--- src/rtl/fetch_ctrl.sv ---
// Instruction fetch sequencer: owns the fetch PC, drives a single-outstanding
// req/addr_ok/data_ok SRAM handshake and offers fetched instructions to ID.
module fetch_ctrl #(
   parameter int              PC_W     = 32,
   parameter logic [PC_W-1:0] RESET_PC = PC_W'(32'h1c000000)
) (
   input  logic            clk,
   input  logic            resetn,
   output logic            inst_sram_req,
   output logic [PC_W-1:0] inst_sram_addr,
   input  logic            inst_sram_addr_ok,
   input  logic            inst_sram_data_ok,
   input  logic [31:0]     inst_sram_rdata,
   input  logic            ex_flush,
   input  logic [PC_W-1:0] ex_entry,
   input  logic            ertn_flush,
   input  logic [PC_W-1:0] era,
   input  logic            br_taken,
   input  logic [PC_W-1:0] br_target,
   input  logic            ds_allow_in,
   output logic            fs_to_ds_valid,
   output logic [PC_W-1:0] fs_pc,
   output logic [31:0]     fs_inst,
   output logic            fs_ex_adef
);

   typedef enum logic [2:0] {S_BOOT, S_REQ, S_WAIT, S_HOLD, S_ADEF} state_t;

   state_t          state_reg, state_next;
   logic [PC_W-1:0] pc_reg, pc_next;
   logic            discard_reg, discard_next;
   logic [PC_W-1:0] pending_reg, pending_next;
   logic [31:0]     inst_buf_reg, inst_buf_next;

   logic            redirect;
   logic [PC_W-1:0] new_pc;
   logic [PC_W-1:0] pc_inc;
   logic            fire;
   logic            go_req;

   always_comb begin
      redirect = ex_flush | ertn_flush | br_taken;
      if (ex_flush)
         new_pc = ex_entry;
      else if (ertn_flush)
         new_pc = era;
      else
         new_pc = br_target;
   end

   assign pc_inc = pc_reg + PC_W'(4);

   always_comb begin
      fs_to_ds_valid = 1'b0;
      fs_inst        = 32'h0;
      case (state_reg)
         S_WAIT: begin
            fs_to_ds_valid = inst_sram_data_ok && !discard_reg && !redirect;
            fs_inst        = inst_sram_rdata;
         end
         S_HOLD: begin
            fs_to_ds_valid = !redirect;
            fs_inst        = inst_buf_reg;
         end
         S_ADEF:  fs_to_ds_valid = !redirect;
         default: ;
      endcase
   end

   assign fire           = fs_to_ds_valid && ds_allow_in;
   assign inst_sram_req  = (state_reg == S_REQ);
   assign inst_sram_addr = (state_reg == S_REQ) ? pc_reg : '0;
   assign fs_pc          = pc_reg;
   assign fs_ex_adef     = (state_reg == S_ADEF);

   always_comb begin
      state_next    = state_reg;
      pc_next       = pc_reg;
      discard_next  = discard_reg;
      pending_next  = pending_reg;
      inst_buf_next = inst_buf_reg;
      go_req        = 1'b0;
      case (state_reg)
         S_BOOT: begin
            go_req = 1'b1;
            if (redirect)
               pc_next = new_pc;
         end
         S_REQ: begin
            if (inst_sram_addr_ok) begin
               // The request is already accepted, so its data must still be drained.
               state_next = S_WAIT;
               if (redirect) begin
                  discard_next = 1'b1;
                  pending_next = new_pc;
               end
            end else if (redirect) begin
               pc_next = new_pc;
               go_req  = 1'b1;
            end
         end
         S_WAIT: begin
            if (inst_sram_data_ok) begin
               if (discard_reg) begin
                  discard_next = 1'b0;
                  pc_next      = redirect ? new_pc : pending_reg;
                  go_req       = 1'b1;
               end else if (redirect) begin
                  pc_next = new_pc;
                  go_req  = 1'b1;
               end else if (fire) begin
                  pc_next = pc_inc;
                  go_req  = 1'b1;
               end else begin
                  inst_buf_next = inst_sram_rdata;
                  state_next    = S_HOLD;
               end
            end else if (redirect) begin
               discard_next = 1'b1;
               pending_next = new_pc;
            end
         end
         S_HOLD, S_ADEF: begin
            if (redirect) begin
               pc_next = new_pc;
               go_req  = 1'b1;
            end else if (fire) begin
               pc_next = pc_inc;
               go_req  = 1'b1;
            end
         end
         default: state_next = S_BOOT;
      endcase
      // A misaligned target never reaches the SRAM; it is offered as an ADEF slot.
      if (go_req)
         state_next = (pc_next[1:0] != 2'b00) ? S_ADEF : S_REQ;
   end

   always_ff @(posedge clk or negedge resetn) begin
      if (!resetn) begin
         state_reg    <= S_BOOT;
         pc_reg       <= RESET_PC;
         discard_reg  <= 1'b0;
         pending_reg  <= '0;
         inst_buf_reg <= 32'h0;
      end else begin
         state_reg    <= state_next;
         pc_reg       <= pc_next;
         discard_reg  <= discard_next;
         pending_reg  <= pending_next;
         inst_buf_reg <= inst_buf_next;
      end
   end

endmodule

--- config.mk ---
export PLATFORM = sky130hd
export DESIGN_NAME = fetch_ctrl
export DESIGN_NICKNAME = d
export VERILOG_FILES = /design/src/rtl/fetch_ctrl.sv
export SDC_FILE = /design/constraint.sdc
export NUM_CORES = 1
export LEC_CHECK = 0
export ABC_AREA = 1
export CAP_MARGIN = 20
export CORE_MARGIN = 5
export CORE_UTILIZATION = 45
export DETAILED_ROUTE_END_ITERATION = 16
export PLACE_DENSITY_LB_ADDON = 0.25
export SLEW_MARGIN = 20
export SYNTH_ARGS = -nofsm -noshare
export SYNTH_HDL_FRONTEND = slang
export SYNTH_SLANG_ARGS = --single-unit
--- constraint.sdc ---
create_clock -name clk -period 2 [get_ports clk]
set_input_delay 0.4 -clock clk [delete_from_list [all_inputs] [get_ports clk]]
set_output_delay 0.4 -clock clk [all_outputs]
set_load 0.02 [all_outputs]
-- Yosys cells after proc, flatten, opt, wreduce, memory -nomap -nowiden
Index checks and enable logic that the tools add are counted.
- bitwise operators: 5
- eq/ne operators: 14
- add/sub/neg operators: 1
- reduce and logical (&&, ||, !) cells: 16
- multiplexer cells: 35
- operator list (cell ; number):
    32-bit two-way mux ; 12
    32-bit case mux with 2 select lines ; 2
    32-bit case mux with 4 select lines ; 1
    32-bit by 3-bit adder with 32-bit output, second input constant ; 1
    3-bit two-way mux ; 7
    3-bit inequality test, second input constant ; 4
    1-bit two-way mux ; 9
    3-bit case mux with 3 select lines ; 1
    3-bit by 2-bit == test with 1-bit output, second input constant ; 2
    2-bit inequality test, second input constant ; 3
    3-bit AND reduction ; 2
    6-bit AND reduction ; 1
    5-bit AND reduction ; 1
    2-bit by 1-bit inequality test with 1-bit output, second input constant ; 2
    1-bit case mux with 2 select lines ; 2
    1-bit case mux with 4 select lines ; 1
    2-bit nonzero test ; 2
    4-bit nonzero test ; 1
    3-bit by 1-bit == test with 1-bit output, second input constant ; 1
    3-bit == test, second input constant ; 1
    1-bit logical AND ; 3
    3-bit zero test ; 1
    3-bit by 1-bit inequality test with 1-bit output, second input constant ; 1
    1-bit inverter ; 3
    other kinds (5) ; 7
- word-level logic and storage cells: 77
- output and inout port bits: 99
- flip-flop bits (word level): 100
- input bits: 136

-- Depth between registers and ports, before layout
- depth after elaboration: 14
- mapped depth: 16
- depth with buffers taken out: 15

-- Least setup slack after synthesis
No wires, ideal clock.
- kind: register to output
- start point: reg state_reg[2]
- end point: out fs_inst[0]
- slack: 237 ps
- arrival time: 1363 ps
- required time: 1600 ps
- cell stages (with the launch flop): 5
- buffers on the path: 1
- cell sequence: dfrtp_1 -> nor2_1 -> nand2_2 -> clkbuf_1 -> o21ai_0
- cells in the longest elaborated chain, start to end: 2
- elaborated cells on any way between the ends: 3
- classes of those cells: eq/ne (2); mux (1)
- RTL lines (item ; RTL line ; text):
    start: declaration ; 29 ; state_t state_reg, state_next;
    start signal: assignment ; 147 ; state_reg <= state_next;
    3-bit by 2-bit == test with 1-bit output ; 56 ; case (state_reg)
    32-bit case mux with 2 select lines (*) ; 56 ;
    end: declaration ; 23 ; output logic [31:0] fs_inst,
Every way passes the cells marked *; elsewhere a longest branch is shown, timed or not.

-- Worst setup path in the final report
- start point: reg state_reg[2]
- end point: reg pc_reg[6], in the netlist fs_pc[6]
- cells in the longest elaborated chain, start to end: 9
- elaborated cells on any way between the ends: 17
- classes of those cells: eq/ne (6); mux (6); reduce/logical (5)
- RTL lines (item ; RTL line ; text):
    3-bit == test or 3-bit by 2-bit == test with 1-bit output (tied branches) ; 56, 83 ;
    2-bit OR reduction (no line) ; - ;
    1-bit case mux with 2 select lines ; 56 ;
    1-bit logical AND ; 70 ; assign fire = fs_to_ds_valid && ds_allow_in;
    32-bit two-way mux (4 in series) ; - ;
    32-bit case mux with 4 select lines ; 83 ; case (state_reg)
    end signal: assignment ; 148 ; pc_reg <= pc_next;
    end: declaration ; 30 ; logic [PC_W-1:0] pc_reg, pc_next;
Parallel ways exist; a longest one is shown, timed or not. The select of a mux whose other input is x is not followed.
A chain may end at the register's enable or synchronous reset.

==> flow_summary.json <==
{
  "run_status": "complete, but fails checks",
  "violations": "setup timing",
  "number_of_fillers_in_the_final_layout": 1451,
  "yosysTopAreaCellShare_pct": 32.51,
  "die_area_sq_um": 19270,
  "syn_area_per_cell_sq_um": 6.333,
  "synth_largest_area_cell": "sky130_fd_sc_hd__dfrtp_1",
  "post_route_cells_drive_above_1_share_pct": 18.59,
  "timing.final.crit_share_pct": 106.4,
  "syn-num-nets": 1316,
  "seqPwrFrac_pct": 26.4,
  "power_report.internal_total_w": 0.007073,
  "max-vdd-ir-drop_mv": 0.5858,
  "pwr-share-clk_pct": 13.5,
  "global_route_wire_length_before_repair_mm": 42.97,
  "gp_congestion": 0.9889,
  "synthesis.area_sq_um": 7467,
  "critPathSlowestCell": "sky130_fd_sc_hd__dfrtp_2",
  "area_growth_from_synthesis_to_layout_pct": 51.76,
  "cp_data_arrival_time_ns": 2.36,
  "timing.critical_path.cells": "buf_4, nor2_4, nand4_1, nand2_4, buf_6, nand3_4, buf_12, o21ai_0, nand3_1, nand2_1, a22oi_2",
  "final_critical_path_setup_slack_ns": -0.1270,
  "die-height_um": 138.8,
  "cellLeakagePower_nw": 5.349,
  "report.final.setup_viol": 67,
  "clkLatencyLatePin_ns": 0.36,
  "detail_route.wirelength_mm": 27.71,
  "via_count_of_the_first_global_routing_pass": 8507,
  "sw_frac_of_total_pct": 46.35,
  "netlist_top_cells_area": "sky130_fd_sc_hd__dfrtp_1, sky130_fd_sc_hd__nand2_1, sky130_fd_sc_hd__o21ai_0",
  "worst_pin_slew_ns": 0.4729,
  "max_clock_freq_mhz": 470.1,
  "synth_seq_area_share_pct": 33.56,
  "route.detailed.wl_per_inst_um": 16.35,
  "port_buffers": 234,
  "power_density_over_the_cells_nw_per_um2": 1163,
  "final_nets": 1606,
  "synth_cells": 1179,
  "die_w_um": 138.8,
  "vias_per_cell": 5.346,
  "share_comb_of_total_power_pct": 60.1,
  "yosysUniqueCellTypes": 41,
  "cp-start-kind": "flip-flop",
  "floorplan.initialDensity_pct": 45.51,
  "cts.path.max_buffers": 2,
  "cts.root.buffer_cell": "sky130_fd_sc_hd__clkbuf_16",
  "grt_max_degree": 43,
  "peak_per_stage_delay_on_the_critical_path_ns": 0.43,
  "core_sq_um": 16410,
  "clock-sinks": 100,
  "number_of_register_bits_inferred_by_synthesis": 100,
  "grt_antenna_before_repair": 1,
  "final_antenna_net_count": 0,
  "slew_headroom_pct": 68.34,
  "global_route.overflow_total": 0,
  "final-max-slew-violation-count": 0,
  "num_io_pins": 235,
  "ys_warn_count": 0,
  "crit_required_ns": 2.23,
  "grt_use_total_pct": 27.10,
  "cts_tree": "built",
  "register_area_sq_um": 2509,
  "setup_repair_after_global_routing_missed_its_margin": "yes",
  "post-route-drc-count": 0,
  "final-hold-violation-count": 0,
  "hold_path_class": "reg2reg",
  "worst-setup-path-type": "reg2reg",
  "num_rows": 47,
  "total_switching_power_w": 0.006110,
  "fin_crit_ns": 2.127,
  "multi_input_comb_area_sq_um": 4368,
  "post-layout-total-power_w": 0.01318,
  "htree_levels": 3,
  "drt_iter0_markers": 695,
  "path_max_fanout": 20,
  "first_pass_iters": 6,
  "final.setup_skew_ns": 0.009258,
  "detailed_place_hpwl_mm": 20.30,
  "setup.worst_path.end_class": "flip-flop",
  "vias": 9062,
  "setup_tns_ns": -3.150,
  "cts-buffers-inserted": 9,
  "maxCapViolCount": 0,
  "cts.clk_slew.worst_paths_ns": 0.08
}
## cell usage in the layout, fill, tap and decap left out, types with 6 or more instances in the layout
cell type and instances:
sky130_fd_sc_hd__nand2_2 11, sky130_fd_sc_hd__mux2i_1 12, sky130_fd_sc_hd__nand2_1 299, sky130_fd_sc_hd__clkdlybuf4s50_1 163
sky130_fd_sc_hd__o21ai_0 116, sky130_fd_sc_hd__nor2_1 111, sky130_fd_sc_hd__o21ai_1 41, sky130_fd_sc_hd__inv_6 6
sky130_fd_sc_hd__o21ai_2 7, sky130_fd_sc_hd__inv_1 125, sky130_fd_sc_hd__o211ai_1 20, sky130_fd_sc_hd__a21oi_1 41
sky130_fd_sc_hd__buf_12 14, sky130_fd_sc_hd__nor3_1 10, sky130_fd_sc_hd__nand4_1 17, sky130_fd_sc_hd__dfrtp_1 95
sky130_fd_sc_hd__inv_2 7, sky130_fd_sc_hd__buf_6 31, sky130_fd_sc_hd__a21boi_1 16, sky130_fd_sc_hd__nor2_2 13
sky130_fd_sc_hd__nand3_1 103, sky130_fd_sc_hd__buf_4 130, sky130_fd_sc_hd__nor2_4 8, sky130_fd_sc_hd__clkbuf_16 11
## Yosys cell counts, drive strengths merged
| cell | instances |
|---|---|
| a31oi | 2 |
| o21bai | 2 |
| clkbuf | 33 |
| a311oi | 1 |
| o211ai | 20 |
| a21boi | 21 |
| ha | 1 |
| dfstp | 3 |
| nand3b | 3 |
| a22oi | 4 |
| nor2 | 132 |
| a211oi | 2 |
| buf | 35 |
| nand4 | 17 |
| o21a | 5 |
| or2 | 3 |
| o21ai | 164 |
| nor3 | 11 |
| nor4 | 4 |
| nand2 | 314 |
| and2 | 2 |
| nand3 | 113 |
| dfrtp | 97 |
| clkinv | 1 |
| inv | 136 |
| mux2i | 12 |
| a21oi | 41 |
## critical path: cells and delay by family, from the launching register on
| kind | cells | cell delay [ns] |
|---|---|---|
| compound gates | 2 | 0.31 |
| buf+inv | 3 | 0.48 |
| flops | 1 | 0.43 |
| simple gates | 6 | 0.77 |
## worst paths after layout
check	start	endpoint	slack, ns	cells after the start
worst min register to register	inst_buf_reg[13]	inst_buf_reg[13]	0.49	2
worst max-delay path	state_reg[2]	fs_pc[6]	-0.13	11
worst min-delay path	inst_buf_reg[13]	inst_buf_reg[13]	0.49	2
min in group asynchronous	resetn	pending_reg[13]	0.51	2
max in group asynchronous	resetn	fs_pc[27]	0.89	3
worst max register to register	state_reg[2]	fs_pc[6]	-0.13	11
## area by class of cell
cell class	count	area share (%)
antenna	1	0.02208
clock buffer	10	2.109
clock inverter	6	0.4527
inverter	137	4.670
multi-input combinational	874	38.54
sequential	100	22.14
tap	220	2.429
timing repair buffer	347	29.63
## routing by layer
layer | global-route usage (%) | share of wire [%]
met5 | 0 | 0
met1 | 33.20 | 39
met4 | 9.166 | 3.3
met3 | 6.862 | 8.2
met2 | 46.59 | 49
## power groups by stage
| stage | Sequential (W) | Clock, W | Combinational, W |
|---|---|---|---|
| floorplan | 0.00378 | 0 | 0.00361 |
| global placement | 0.00346 | 0 | 0.00727 |
| detailed placement | 0.00348 | 0 | 0.00737 |
| CTS | 0.00346 | 0.00181 | 0.00762 |
| global route | 0.00357 | 0.00188 | 0.00862 |
| finish | 0.00349 | 0.00177 | 0.00792 |
## cell families after synthesis
logic type,Yosys count,synth area share (%)
fa+ha+maj,1,0.1675
flops,100,33.56
mux,12,1.609
simple gates,599,34.12
compound gates,262,19.45
buf+inv,205,11.09
## timing repair
item / in CTS / in global routing
setup buffers: 5 / 4
hold buffers: 1 / 0
endpoints found under the setup margin: 100 / 139
pin swaps: 3 / 8
resized for setup: 405 / 121
cloned: 2 / 2
hold endpoints to repair: 22 / 0
## metrics by stage
| stage | setup slack [ns] | utilization [%] | cell area [sq um] | hold WS, ns | instances |
|---|---|---|---|---|---|
| after floorplan | 0.2370 | - | 7467 | 0.1044 | 1179 |
| after global placement | -0.3536 | 65.06 | 10670 | 0.3534 | 1667 |
| after detailed placement | -0.3701 | 65.06 | 10670 | 0.3523 | 1667 |
| after CTS | -0.1438 | 66.77 | 10950 | 0.4919 | 1691 |
| after global routing | -0.2545 | 69.07 | 11330 | 0.5094 | 1695 |
| final | -0.1270 | 69.07 | 11330 | 0.4852 | 1695 |
(Power assumes the default switching activity.)
